<file path="src/rtl/lif_neuron_array_if.sv">
// rtl/lif_neuron_array_if.sv - synaptic beat input and spike result stream bundle
interface lif_neuron_array_if #(
  parameter int CUR_W = 25,
  parameter int IDX_W = 5
);
  logic                    i_valid;
  logic signed [CUR_W-1:0] i_exc_current;
  logic signed [CUR_W-1:0] i_inh_current;
  logic                    o_ready;
  logic                    o_valid;
  logic                    o_spike;
  logic [IDX_W-1:0]        o_neuron_idx;

  modport master (
    output i_valid, i_exc_current, i_inh_current,
    input  o_ready, o_valid, o_spike, o_neuron_idx
  );

  modport slave (
    input  i_valid, i_exc_current, i_inh_current,
    output o_ready, o_valid, o_spike, o_neuron_idx
  );
endinterface

</file>
<file path="src/rtl/lif_neuron_array.sv">
// rtl/lif_neuron_array.sv - parametrised LIF neuron engine; adaptive threshold under ADAPTIVE_TH_EN
module lif_neuron_array #(
  parameter int                      N_NRN      = 18,
  parameter int                      CUR_W      = 25,
  parameter int                      V_W        = 32,
  parameter int                      CNT_W      = 7,
  parameter int                      LEAK_SHIFT = 4,
  parameter logic signed [V_W-1:0]   V_TH       = 32'sd4096,
  parameter logic signed [V_W-1:0]   V_RST      = 32'sd0,
  parameter int                      REFR       = 5,
  parameter logic signed [CUR_W-1:0] INH_W      = 25'sd512
) (
  input  logic                       clk,
  input  logic                       reset,
  input  logic                       i_init,
  input  logic                       i_cnt_clr,
  input  logic                       i_s_lern,
  input  logic                       i_s_infr,
  lif_neuron_array_if.slave          bus,
  output logic [N_NRN-1:0]           o_spike_vec,
  output logic [N_NRN*CNT_W-1:0]     o_post_cnt,
  output logic signed [CUR_W-1:0]    o_inhbt,
  output logic                       o_inh_valid
);
  localparam int IDX_W = $clog2(N_NRN);
  localparam int RF_W  = (REFR < 1) ? 1 : $clog2(REFR + 1);
  localparam int TS_W  = $clog2(N_NRN + 1);
  localparam int E_W   = V_W + 2;
  localparam int P_W   = CUR_W + TS_W + 1;
  localparam logic [IDX_W-1:0]      LAST    = IDX_W'(N_NRN - 1);
  localparam logic [RF_W-1:0]       RF_INIT = RF_W'(REFR);
  localparam logic signed [E_W-1:0] V_MAX_E = E_W'({1'b0, {(V_W-1){1'b1}}});
  localparam logic signed [E_W-1:0] V_MIN_E = ~V_MAX_E;
  localparam logic signed [V_W-1:0] V_MAX   = {1'b0, {(V_W-1){1'b1}}};
  localparam logic signed [V_W-1:0] V_MIN   = ~V_MAX;
  localparam logic signed [P_W-1:0] C_MAX_P = P_W'({1'b0, {(CUR_W-1){1'b1}}});
  localparam logic signed [P_W-1:0] C_MIN_P = ~C_MAX_P;

  typedef enum logic {RUN, INIT} state_t;
  state_t state_q, state_d;

  logic [IDX_W-1:0]        init_cnt, beat_idx, s1_idx;
  logic                    s1_valid, accept, ts_end, spike, count_it;
  logic signed [CUR_W-1:0] s1_exc, s1_inh;
  logic signed [V_W-1:0]   v_mem [N_NRN];
  logic [RF_W-1:0]         refr_mem [N_NRN];
  logic [CNT_W-1:0]        cnt_mem [N_NRN];
  logic [N_NRN-1:0]        cur_vec, cur_vec_d;
  logic [TS_W-1:0]         ts_spikes, ts_spikes_d;
  logic signed [E_W-1:0]   v_e, leak_e, exc_e, inh_e, sum_e, th_e, vs_e;
  logic signed [V_W-1:0]   v_upd, v_new, v_cur;
  logic [RF_W-1:0]         refr_cur, refr_new;
  logic signed [P_W-1:0]   prod;
  logic signed [CUR_W-1:0] inh_sat;
`ifdef ADAPTIVE_TH_EN
  logic signed [V_W-1:0]   theta_mem [N_NRN];
  logic signed [V_W-1:0]   theta_cur, theta_new;
  logic signed [E_W-1:0]   theta_e;
`endif

  assign bus.o_ready = (state_q == RUN);
  assign accept      = bus.i_valid && bus.o_ready && !i_init;
  assign ts_end      = bus.o_valid && (bus.o_neuron_idx == LAST);
  assign count_it    = s1_valid && spike && (i_s_lern || i_s_infr);

  for (genvar k = 0; k < N_NRN; k++) begin : g_cnt
    assign o_post_cnt[k*CNT_W +: CNT_W] = cnt_mem[k];
  end

  // state register
  always_ff @(posedge clk) begin
    if (reset) state_q <= RUN;
    else       state_q <= state_d;
  end

  // next state: init request wins from anywhere, init sweep ends after the last neuron
  always_comb begin
    state_d = state_q;
    if (i_init) state_d = INIT;
    else if (state_q == INIT && init_cnt == LAST) state_d = RUN;
  end

  // membrane update for the neuron sitting in stage 1
  always_comb begin
    v_cur    = v_mem[s1_idx];
    refr_cur = refr_mem[s1_idx];
    v_e      = {{2{v_cur[V_W-1]}}, v_cur};
    leak_e   = v_e >>> LEAK_SHIFT;
    exc_e    = {{(E_W-CUR_W){s1_exc[CUR_W-1]}}, s1_exc};
    inh_e    = {{(E_W-CUR_W){s1_inh[CUR_W-1]}}, s1_inh};
    sum_e    = v_e - leak_e + exc_e - inh_e;
    if (sum_e > V_MAX_E)      v_upd = V_MAX;
    else if (sum_e < V_MIN_E) v_upd = V_MIN;
    else                      v_upd = sum_e[V_W-1:0];
    vs_e = {{2{v_upd[V_W-1]}}, v_upd};
`ifdef ADAPTIVE_TH_EN
    theta_cur = theta_mem[s1_idx];
    th_e      = {{2{V_TH[V_W-1]}}, V_TH} + {{2{theta_cur[V_W-1]}}, theta_cur};
    theta_e   = {{2{theta_cur[V_W-1]}}, theta_cur} + E_W'(1 << LEAK_SHIFT);
    theta_new = (theta_e > V_MAX_E) ? V_MAX : theta_e[V_W-1:0];
`else
    th_e = {{2{V_TH[V_W-1]}}, V_TH};
`endif
    spike    = 1'b0;
    v_new    = v_upd;
    refr_new = '0;
    if (refr_cur != '0) begin
      v_new    = V_RST;
      refr_new = refr_cur - RF_W'(1);
    end else if (vs_e >= th_e) begin
      spike    = 1'b1;
      v_new    = V_RST;
      refr_new = RF_INIT;
    end
  end

  // timestep accumulators restart when the last neuron's result is latched
  always_comb begin
    cur_vec_d   = ts_end ? '0 : cur_vec;
    ts_spikes_d = ts_end ? '0 : ts_spikes;
    if (s1_valid) begin
      cur_vec_d[s1_idx] = spike;
      ts_spikes_d       = ts_spikes_d + TS_W'(spike);
    end
    prod = $signed({{(P_W-TS_W){1'b0}}, ts_spikes})
         * $signed({{(P_W-CUR_W){INH_W[CUR_W-1]}}, INH_W});
    if (prod > C_MAX_P)      inh_sat = C_MAX_P[CUR_W-1:0];
    else if (prod < C_MIN_P) inh_sat = C_MIN_P[CUR_W-1:0];
    else                     inh_sat = prod[CUR_W-1:0];
  end

  // per-neuron state: init sweep, pipeline writeback and spike counters
  always_ff @(posedge clk) begin
    if (reset) begin
      for (int k = 0; k < N_NRN; k++) begin
        v_mem[k]    <= V_RST;
        refr_mem[k] <= '0;
        cnt_mem[k]  <= '0;
      end
    end else begin
      if (i_cnt_clr) for (int k = 0; k < N_NRN; k++) cnt_mem[k] <= '0;
      if (state_q == INIT && !i_init) begin
        v_mem[init_cnt]    <= V_RST;
        refr_mem[init_cnt] <= '0;
        cnt_mem[init_cnt]  <= '0;
      end else if (s1_valid && !i_init) begin
        v_mem[s1_idx]    <= v_new;
        refr_mem[s1_idx] <= refr_new;
        if (count_it)
          cnt_mem[s1_idx] <= i_cnt_clr ? CNT_W'(1)
                           : (&cnt_mem[s1_idx]) ? cnt_mem[s1_idx]
                           : cnt_mem[s1_idx] + CNT_W'(1);
      end
    end
  end

`ifdef ADAPTIVE_TH_EN
  // adaptive threshold grows on learning spikes; only a hard reset clears it
  always_ff @(posedge clk) begin
    if (reset) begin
      for (int k = 0; k < N_NRN; k++) theta_mem[k] <= '0;
    end else if (s1_valid && !i_init && spike && i_s_lern && !i_s_infr) begin
      theta_mem[s1_idx] <= theta_new;
    end
  end
`endif

  // beat index, two-stage pipeline and timestep outputs
  always_ff @(posedge clk) begin
    if (reset) begin
      init_cnt         <= '0;
      beat_idx         <= '0;
      s1_valid         <= 1'b0;
      s1_idx           <= '0;
      s1_exc           <= '0;
      s1_inh           <= '0;
      bus.o_valid      <= 1'b0;
      bus.o_spike      <= 1'b0;
      bus.o_neuron_idx <= '0;
      cur_vec          <= '0;
      ts_spikes        <= '0;
      o_spike_vec      <= '0;
      o_inhbt          <= '0;
      o_inh_valid      <= 1'b0;
    end else if (i_init) begin
      init_cnt    <= '0;
      beat_idx    <= '0;
      s1_valid    <= 1'b0;
      bus.o_valid <= 1'b0;
      bus.o_spike <= 1'b0;
      cur_vec     <= '0;
      ts_spikes   <= '0;
      o_spike_vec <= '0;
      o_inh_valid <= 1'b0;
    end else begin
      if (state_q == INIT) init_cnt <= (init_cnt == LAST) ? '0 : init_cnt + IDX_W'(1);
      s1_valid <= accept;
      if (accept) begin
        s1_idx   <= beat_idx;
        s1_exc   <= bus.i_exc_current;
        s1_inh   <= bus.i_inh_current;
        beat_idx <= (beat_idx == LAST) ? '0 : beat_idx + IDX_W'(1);
      end
      bus.o_valid      <= s1_valid;
      bus.o_spike      <= s1_valid && spike;
      bus.o_neuron_idx <= s1_idx;
      cur_vec          <= cur_vec_d;
      ts_spikes        <= ts_spikes_d;
      o_inh_valid      <= ts_end;
      if (ts_end) begin
        o_spike_vec <= cur_vec;
        o_inhbt     <= inh_sat;
      end
    end
  end
endmodule

</file>
<file path="src/flat_wrapper.sv">
// flat-port wrapper written by rule: the top's interface ports become plain ports
module lif_neuron_array_flat 
#(
  parameter int                      N_NRN      = 18,
  parameter int                      CUR_W      = 25,
  parameter int                      V_W        = 32,
  parameter int                      CNT_W      = 7,
  parameter int                      LEAK_SHIFT = 4,
  parameter logic signed [V_W-1:0]   V_TH       = 32'sd4096,
  parameter logic signed [V_W-1:0]   V_RST      = 32'sd0,
  parameter int                      REFR       = 5,
  parameter logic signed [CUR_W-1:0] INH_W      = 25'sd512
)
  (clk, reset, i_init, i_cnt_clr, i_s_lern, i_s_infr, o_spike_vec, o_post_cnt, o_inhbt, o_inh_valid, bus_i_valid, bus_i_exc_current, bus_i_inh_current, bus_o_ready, bus_o_valid, bus_o_spike, bus_o_neuron_idx);
  lif_neuron_array_if #(.CUR_W(CUR_W), .IDX_W((5))) bus_i ();
  input  logic clk;
  input  logic reset;
  input  logic i_init;
  input  logic i_cnt_clr;
  input  logic i_s_lern;
  input  logic i_s_infr;
  output logic [N_NRN-1:0] o_spike_vec;
  output logic [N_NRN*CNT_W-1:0] o_post_cnt;
  output logic signed [CUR_W-1:0] o_inhbt;
  output logic o_inh_valid;
  input wire logic [$bits(bus_i.i_valid)-1:0] bus_i_valid;
  input wire logic [$bits(bus_i.i_exc_current)-1:0] bus_i_exc_current;
  input wire logic [$bits(bus_i.i_inh_current)-1:0] bus_i_inh_current;
  output wire logic [$bits(bus_i.o_ready)-1:0] bus_o_ready;
  output wire logic [$bits(bus_i.o_valid)-1:0] bus_o_valid;
  output wire logic [$bits(bus_i.o_spike)-1:0] bus_o_spike;
  output wire logic [$bits(bus_i.o_neuron_idx)-1:0] bus_o_neuron_idx;
  assign bus_i.i_valid = bus_i_valid;
  assign bus_i.i_exc_current = bus_i_exc_current;
  assign bus_i.i_inh_current = bus_i_inh_current;
  assign bus_o_ready = bus_i.o_ready;
  assign bus_o_valid = bus_i.o_valid;
  assign bus_o_spike = bus_i.o_spike;
  assign bus_o_neuron_idx = bus_i.o_neuron_idx;
  lif_neuron_array #(.N_NRN(N_NRN), .CUR_W(CUR_W), .V_W(V_W), .CNT_W(CNT_W), .LEAK_SHIFT(LEAK_SHIFT), .V_TH(V_TH), .V_RST(V_RST), .REFR(REFR), .INH_W(INH_W)) u_core (.clk(clk), .reset(reset), .i_init(i_init), .i_cnt_clr(i_cnt_clr), .i_s_lern(i_s_lern), .i_s_infr(i_s_infr), .bus(bus_i), .o_spike_vec(o_spike_vec), .o_post_cnt(o_post_cnt), .o_inhbt(o_inhbt), .o_inh_valid(o_inh_valid));
endmodule
</file>
<file path="config.mk">
export PLATFORM = sky130hd
export DESIGN_NAME = lif_neuron_array_flat
export DESIGN_NICKNAME = d
export VERILOG_FILES = /design/src/rtl/lif_neuron_array_if.sv /design/src/rtl/lif_neuron_array.sv /design/src/flat_wrapper.sv
export SDC_FILE = /design/constraint.sdc
export NUM_CORES = 2
export LEC_CHECK = 0
export CELL_PAD_IN_SITES_DETAIL_PLACEMENT = 1
export CELL_PAD_IN_SITES_GLOBAL_PLACEMENT = 2
export CORE_ASPECT_RATIO = 0.6
export CORE_UTILIZATION = 30
export CTS_CLUSTER_DIAMETER = 60
export DETAILED_ROUTE_END_ITERATION = 6
export DONT_BUFFER_PORTS = 1
export PLACE_DENSITY = 0.52
export SKIP_LAST_GASP = 1
export SLEW_MARGIN = 10
export SYNTH_ARGS = -nofsm -noshare
export SYNTH_HDL_FRONTEND = slang
export SYNTH_SLANG_ARGS = --single-unit
</file>
<file path="constraint.sdc">
create_clock -name clk -period 9.4 [get_ports clk]
set_clock_uncertainty 0.05 [all_clocks]
set_input_delay 0.47 -clock clk [delete_from_list [all_inputs] [get_ports clk]]
set_output_delay 0.47 -clock clk [all_outputs]
set_load 0.005 [all_outputs]
</file>
# Word-level counts from Yosys, hierarchy flattened
# Memories as Yosys holds them, arrays and structs flattened. A register that Yosys moved wholly into a read port is not among the register bits.
# Cells that the tools add are included.
[totals]
ff_bits = 141
latchBits = 0
mem_bits_rw = 756
mem_bits_ro = 0
in_bits = 57
out_inout_bits = 178
elab_cells = 157
memories = 3
[classes]
add_sub_neg = 8
multipliers = 0
div = 0
magnitude_cmp = 7
eq_ne = 3
shifts = 0
muxes = 79
bitwise = 20
n_reduce_logical = 22
[memory_table]
columns = ["memory", "depth", "word_bits", "read_ports", "rd_ports_with_merged_regs", "wr", "line", "source"]
rows = [
  ["u_core.v_mem", 18, 32, 1, 1, 18, "lif_neuron_array.sv:45", "logic signed [V_W-1:0] v_mem [N_NRN];"],
  ["u_core.cnt_mem", 18, 7, 19, 1, 19, "lif_neuron_array.sv:47", "logic [CNT_W-1:0] cnt_mem [N_NRN];"],
  ["u_core.refr_mem", 18, 3, 1, 1, 18, "lif_neuron_array.sv:46", "logic [RF_W-1:0] refr_mem [N_NRN];"],
]
[op_table]
columns = ["op", "n"]
rows = [
  ["$mux 32", 6],
  ["$mux 7", 21],
  ["$mux 5", 15],
  ["$reduce_or 32->1", 2],
  ["$mux 25", 2],
  ["$mux 18", 2],
  ["$add 33x25->34", 1],
  ["$gt 34x32->1 const B", 1],
  ["$lt 34x32->1 const B", 1],
  ["$sub 34x25->34", 1],
  ["$sub 32x28->33", 1],
  ["$ge 32x14->1 const B", 1],
  ["$mux 1", 27],
  ["$lt 15x25->1 const B", 1],
  ["$gt 14x24->1 const B", 1],
  ["$bwmux 18", 1],
  ["$or 1x1->1", 18],
  ["$eq 5x5->1 const B", 3],
  ["$mux 3", 4],
  ["$add 5x1->5 const B", 2],
  ["$logic_and 1x1->1", 9],
  ["$add 7x1->7 const B", 1],
  ["$reduce_and 7->1", 1],
  ["$reduce_or 7->1", 1],
  ["13 further kinds", 16],
]

# Depth between registers and ports, before layout
[depth]
depth_word = 18
depth_mapped = 33

# Worst setup path after synthesis
# Ideal clock, no wire load.
[synth_path]
kind = "reg2reg"
from = "register (tool-made name)"
to = "memory u_core.cnt_mem[17][0], enable pin"
setup_ns = 0.381
t_arrival_ns = 8.016
setup_slack_ns = 0.953
stages_incl_launch_ff = 28
path_buffers = 8
cell_sequence = "dfxtp_1 -> buf_4 -> buf_2 -> buf_2 -> buf_2 -> buf_2 -> buf_1 -> mux4_2 -> mux4_2 -> mux2i_1 -> inv_1 -> fa_1 -> fa_1 -> or2_2 -> fa_1 -> nor2b_1 -> o21ai_2 -> a211oi_2 -> o2111ai_1 -> and2_4 -> a211oi_1 -> a311oi_2 -> nor4b_4 -> a21oi_2 -> buf_2 -> buf_2 -> a31oi_1 -> o21ai_0"
[synth_rtl]
columns = ["element", "line"]
rows = [
  ["end, declared", "lif_neuron_array.sv:47"],
]

==> flow_summary.ini <==
[sta]
drv_slew = 0
setup-tns-final_ns = 0
tightest_slew_ns = 1.36
setup_viol_count_final = 0
finalWorstSetupSlack_ns = 0.427
finalCritPeriodShare = 0.955
period_minus_slack_ns = 8.97
clock.fmax_mhz = 111
slew_headroom = 0.0887
rsz0062_at_grt = no
finalHoldViolations = 0

[clock_tree]
clkTransAtPathRegs_ns = 0.06
cts-root-buf = clkbuf_16
tritoncts = done
cts_max_path_buffers = 4
clock_insertion_delay_worst_skew_ns = 0.84
clkSinkCount = 1470
htree_levels = 4
numCtsBuffers = 161
post-cts-setup-buffers = 0

[detailed_routing]
drt_drc_violations_left = 0
dr.pass1.iters = 6
vias = 40200
drtIter0Drc = 4354
wl_per_cell_um = 31.7
totalWireLength_um = 243000
ant_nets = 0
viasPerCell = 5.24

[final_layout]
fillers = 22500
syn_to_final_growth_pct = 15.4
final_cells = 7665
layout_common_cells = edfxtp_1 (1344), nor2_1 (467), mux4_2 (368), nor2_2 (261), nand2_1 (243)
final_nets = 4737
final_layout_size_suffix_gt1_frac = 0.269
final_common_cell = edfxtp_1
fin_area_um2 = 76800

[grt]
grt_first_pass_wirelength_um = 339000
grt_max_degree = 73
grt_antenna_before_repair = 12
grt-ovfl-total = 0
grt_pass1_vias = 40400
grt_usage = 0.215

[setup_path]
crit_fanout = 27
path_class = flip-flop to flip-flop
start_kind = flip-flop
required_ns = 9.76
cp-endpoint = u_core.cnt_mem[21][1]
cp-end-kind = flip-flop
worst-r2r-cell-count = 26
rrSetupSlack_ns = 0.43
critical_path_arrival_ns = 9.34
regToRegEndpoint = u_core.cnt_mem[21][1]

[logic_synthesis]
synthCells = 4414
synthArstFlopShare = 0
syn_area_um2 = 66600
ys_seq_area_frac = 0.644
synth-seq-cells = 1470
yosysWarnings = 0
avgSynthCellArea_um2 = 15.1
synthFlopType = edfxtp_1
synth_edf_count = 1344
ys_types = 87

[outcome]
status = finished, final reports clean

[place]
io_buffers = 0
gp_congestion = 0.816
hpwl_um = 158000
place_inst = 7324
dp_slack_ns = 0.602
placed_cell_area_um2 = 71300

[power]
vdd_drop_max_mv = 0.157
leakage_uw = 0.0250
power_density_nw_per_um2 = 200
total_power_uw = 15300

[floorplanning]
floorplan.initialDensity = 0.303
dieArea_um2 = 224000
coreArea_um2 = 220000
rows = 133
ios = 235
die_h_um = 367
fp.dieW_um = 610

[run]
drv_cap = 0

[worst_hold_path]
hp-class = primary input to flip-flop
-- layer usage --
layer  global-route usage  share of wire  wire (um)  vias to the layer above
met5                    0       0.000053         13                        -
met4               0.0298          0.011       2780                        2
met3               0.0400          0.066      16100                      197
met2                0.293           0.41      98900                     1288
met1                0.354           0.52     125000                    21900
li1                     -              -          -                    16800
-- registers in the layout (all words and copies together) (netlist names), 18 cells and up, named ones only --
register / cells
u_core.s1_inh: 25
u_core.refr_mem: 96
u_core.o_spike_vec: 18
u_core.cnt_mem: 224
u_core.v_mem: 1024
u_core.s1_exc: 25
u_core.cur_vec: 18
-- worst max-delay path, stage by stage (launching register included) --
cell	delay (ns)
dfxtp_4	0.55
buf_12	0.30
buf_4	0.58
mux4_2	0.62
mux4_2	0.47
mux2i_1	0.46
buf_4	0.29
inv_1	0.07
fa_1	0.47
fa_1	0.50
inv_1	0.04
ha_1	0.48
a21oi_1	0.21
a32o_1	0.29
a21oi_1	0.20
o31ai_1	0.11
nor2b_1	0.51
nor4b_1	0.15
buf_4	0.17
o211ai_1	0.14
nor4_4	0.12
a21oi_2	0.37
buf_4	0.28
buf_4	0.15
a21oi_2	0.05
buf_4	0.18
nor2_1	0.64
-- synth_stat cells, drive strengths merged (6+ instances only) --
cell type,instances,area share
a31oi,16,0.0017
mux4,368,0.12
nand2,261,0.015
inv,168,0.0095
or2,39,0.0037
a22oi,49,0.0055
edfxtp,1344,0.61
fa,64,0.019
nor3,116,0.0087
and3,17,0.0016
nor2,743,0.052
o21ai,60,0.0047
a211oi,8,0.00098
ha,43,0.0081
or3,11,0.0010
nor2b,15,0.0014
xor2,12,0.0016
o21a,12,0.0014
o211ai,16,0.0019
clkbuf,191,0.011
nand2b,28,0.0026
nor4b,22,0.0031
o31ai,9,0.0010
buf,165,0.022
nand4,22,0.0021
xnor2,15,0.0020
and2,27,0.0026
mux2,6,0.0010
a21oi,179,0.014
dfxtp,126,0.038
nand3b,6,0.00068
mux2i,116,0.017
a21o,14,0.0016
nand3,56,0.0042
-- report_power, final --
| group | internal (uW) | switching [uW] | total [uW] |
|---|---|---|---|
| logic | 595 | 1180 | 1770 |
| registers | 7220 | 76.1 | 7290 |
| clock network | 3510 | 2770 | 6280 |
-- area by class of cell --
cell class / instances / area [um2] / share of cell area
Sequential cell: 1470 / 42900 / 0.558
Timing Repair Buffer: 333 / 3380 / 0.0440
Multi-Input combinational cell: 2438 / 21200 / 0.276
Clock inverter: 90 / 692 / 0.00900
Clock buffer: 194 / 4300 / 0.0560
Inverter: 169 / 634 / 0.00826
Tap cell: 2970 / 3720 / 0.0484
Antenna cell: 1 / 2.50 / 0.0000326
-- how the worst min path moves through the flow --
stage               cells past startpoint  slack (ns)                    end                 from
floorplan                               2        0.38      u_core.o_inhbt[9]  u_core.ts_spikes[0]
global placement                        2        0.39  u_core.o_spike_vec[5]    u_core.cur_vec[5]
detailed placement                      2        0.40  u_core.o_spike_vec[5]    u_core.cur_vec[5]
CTS                                     1       0.007  u_core.cnt_mem[31][2]            i_cnt_clr
global route                            1        0.04     u_core.v_mem[4][1]                reset
finish                                  1        0.06  u_core.cnt_mem[31][2]            i_cnt_clr
-- metrics by stage --
step	hold slack [ns]	utilization
final	0.0597	0.350
after global routing	0.0444	0.350
after CTS	0.00699	0.350
after detailed placement	0.399	0.324
after global placement	0.394	0.324
after floorplan	0.377	-
-- logic make-up (layout without fill, tap and decap cells) --
family | count (synthesis) | in the layout | share of synthesized area
flip-flops | 1470 | 1470 | 0.644
other | 1 | 21 | 0.0000563
buffers and inverters | 525 | 786 | 0.0426
AO/OA/AOI/OAI | 411 | 411 | 0.0391
multiplexers | 490 | 490 | 0.143
adder cells (fa/ha/maj) | 107 | 107 | 0.0273
AND/OR/NAND/NOR | 1383 | 1383 | 0.101
XOR/XNOR | 27 | 27 | 0.00355
-- what timing repair did --
action,in CTS,in global routing
hold endpoints to repair,106,0
hold buffers,56,0
gates resized for setup,0,0
setup endpoints to repair,0,0
Power figures use the tool's default switching activity.
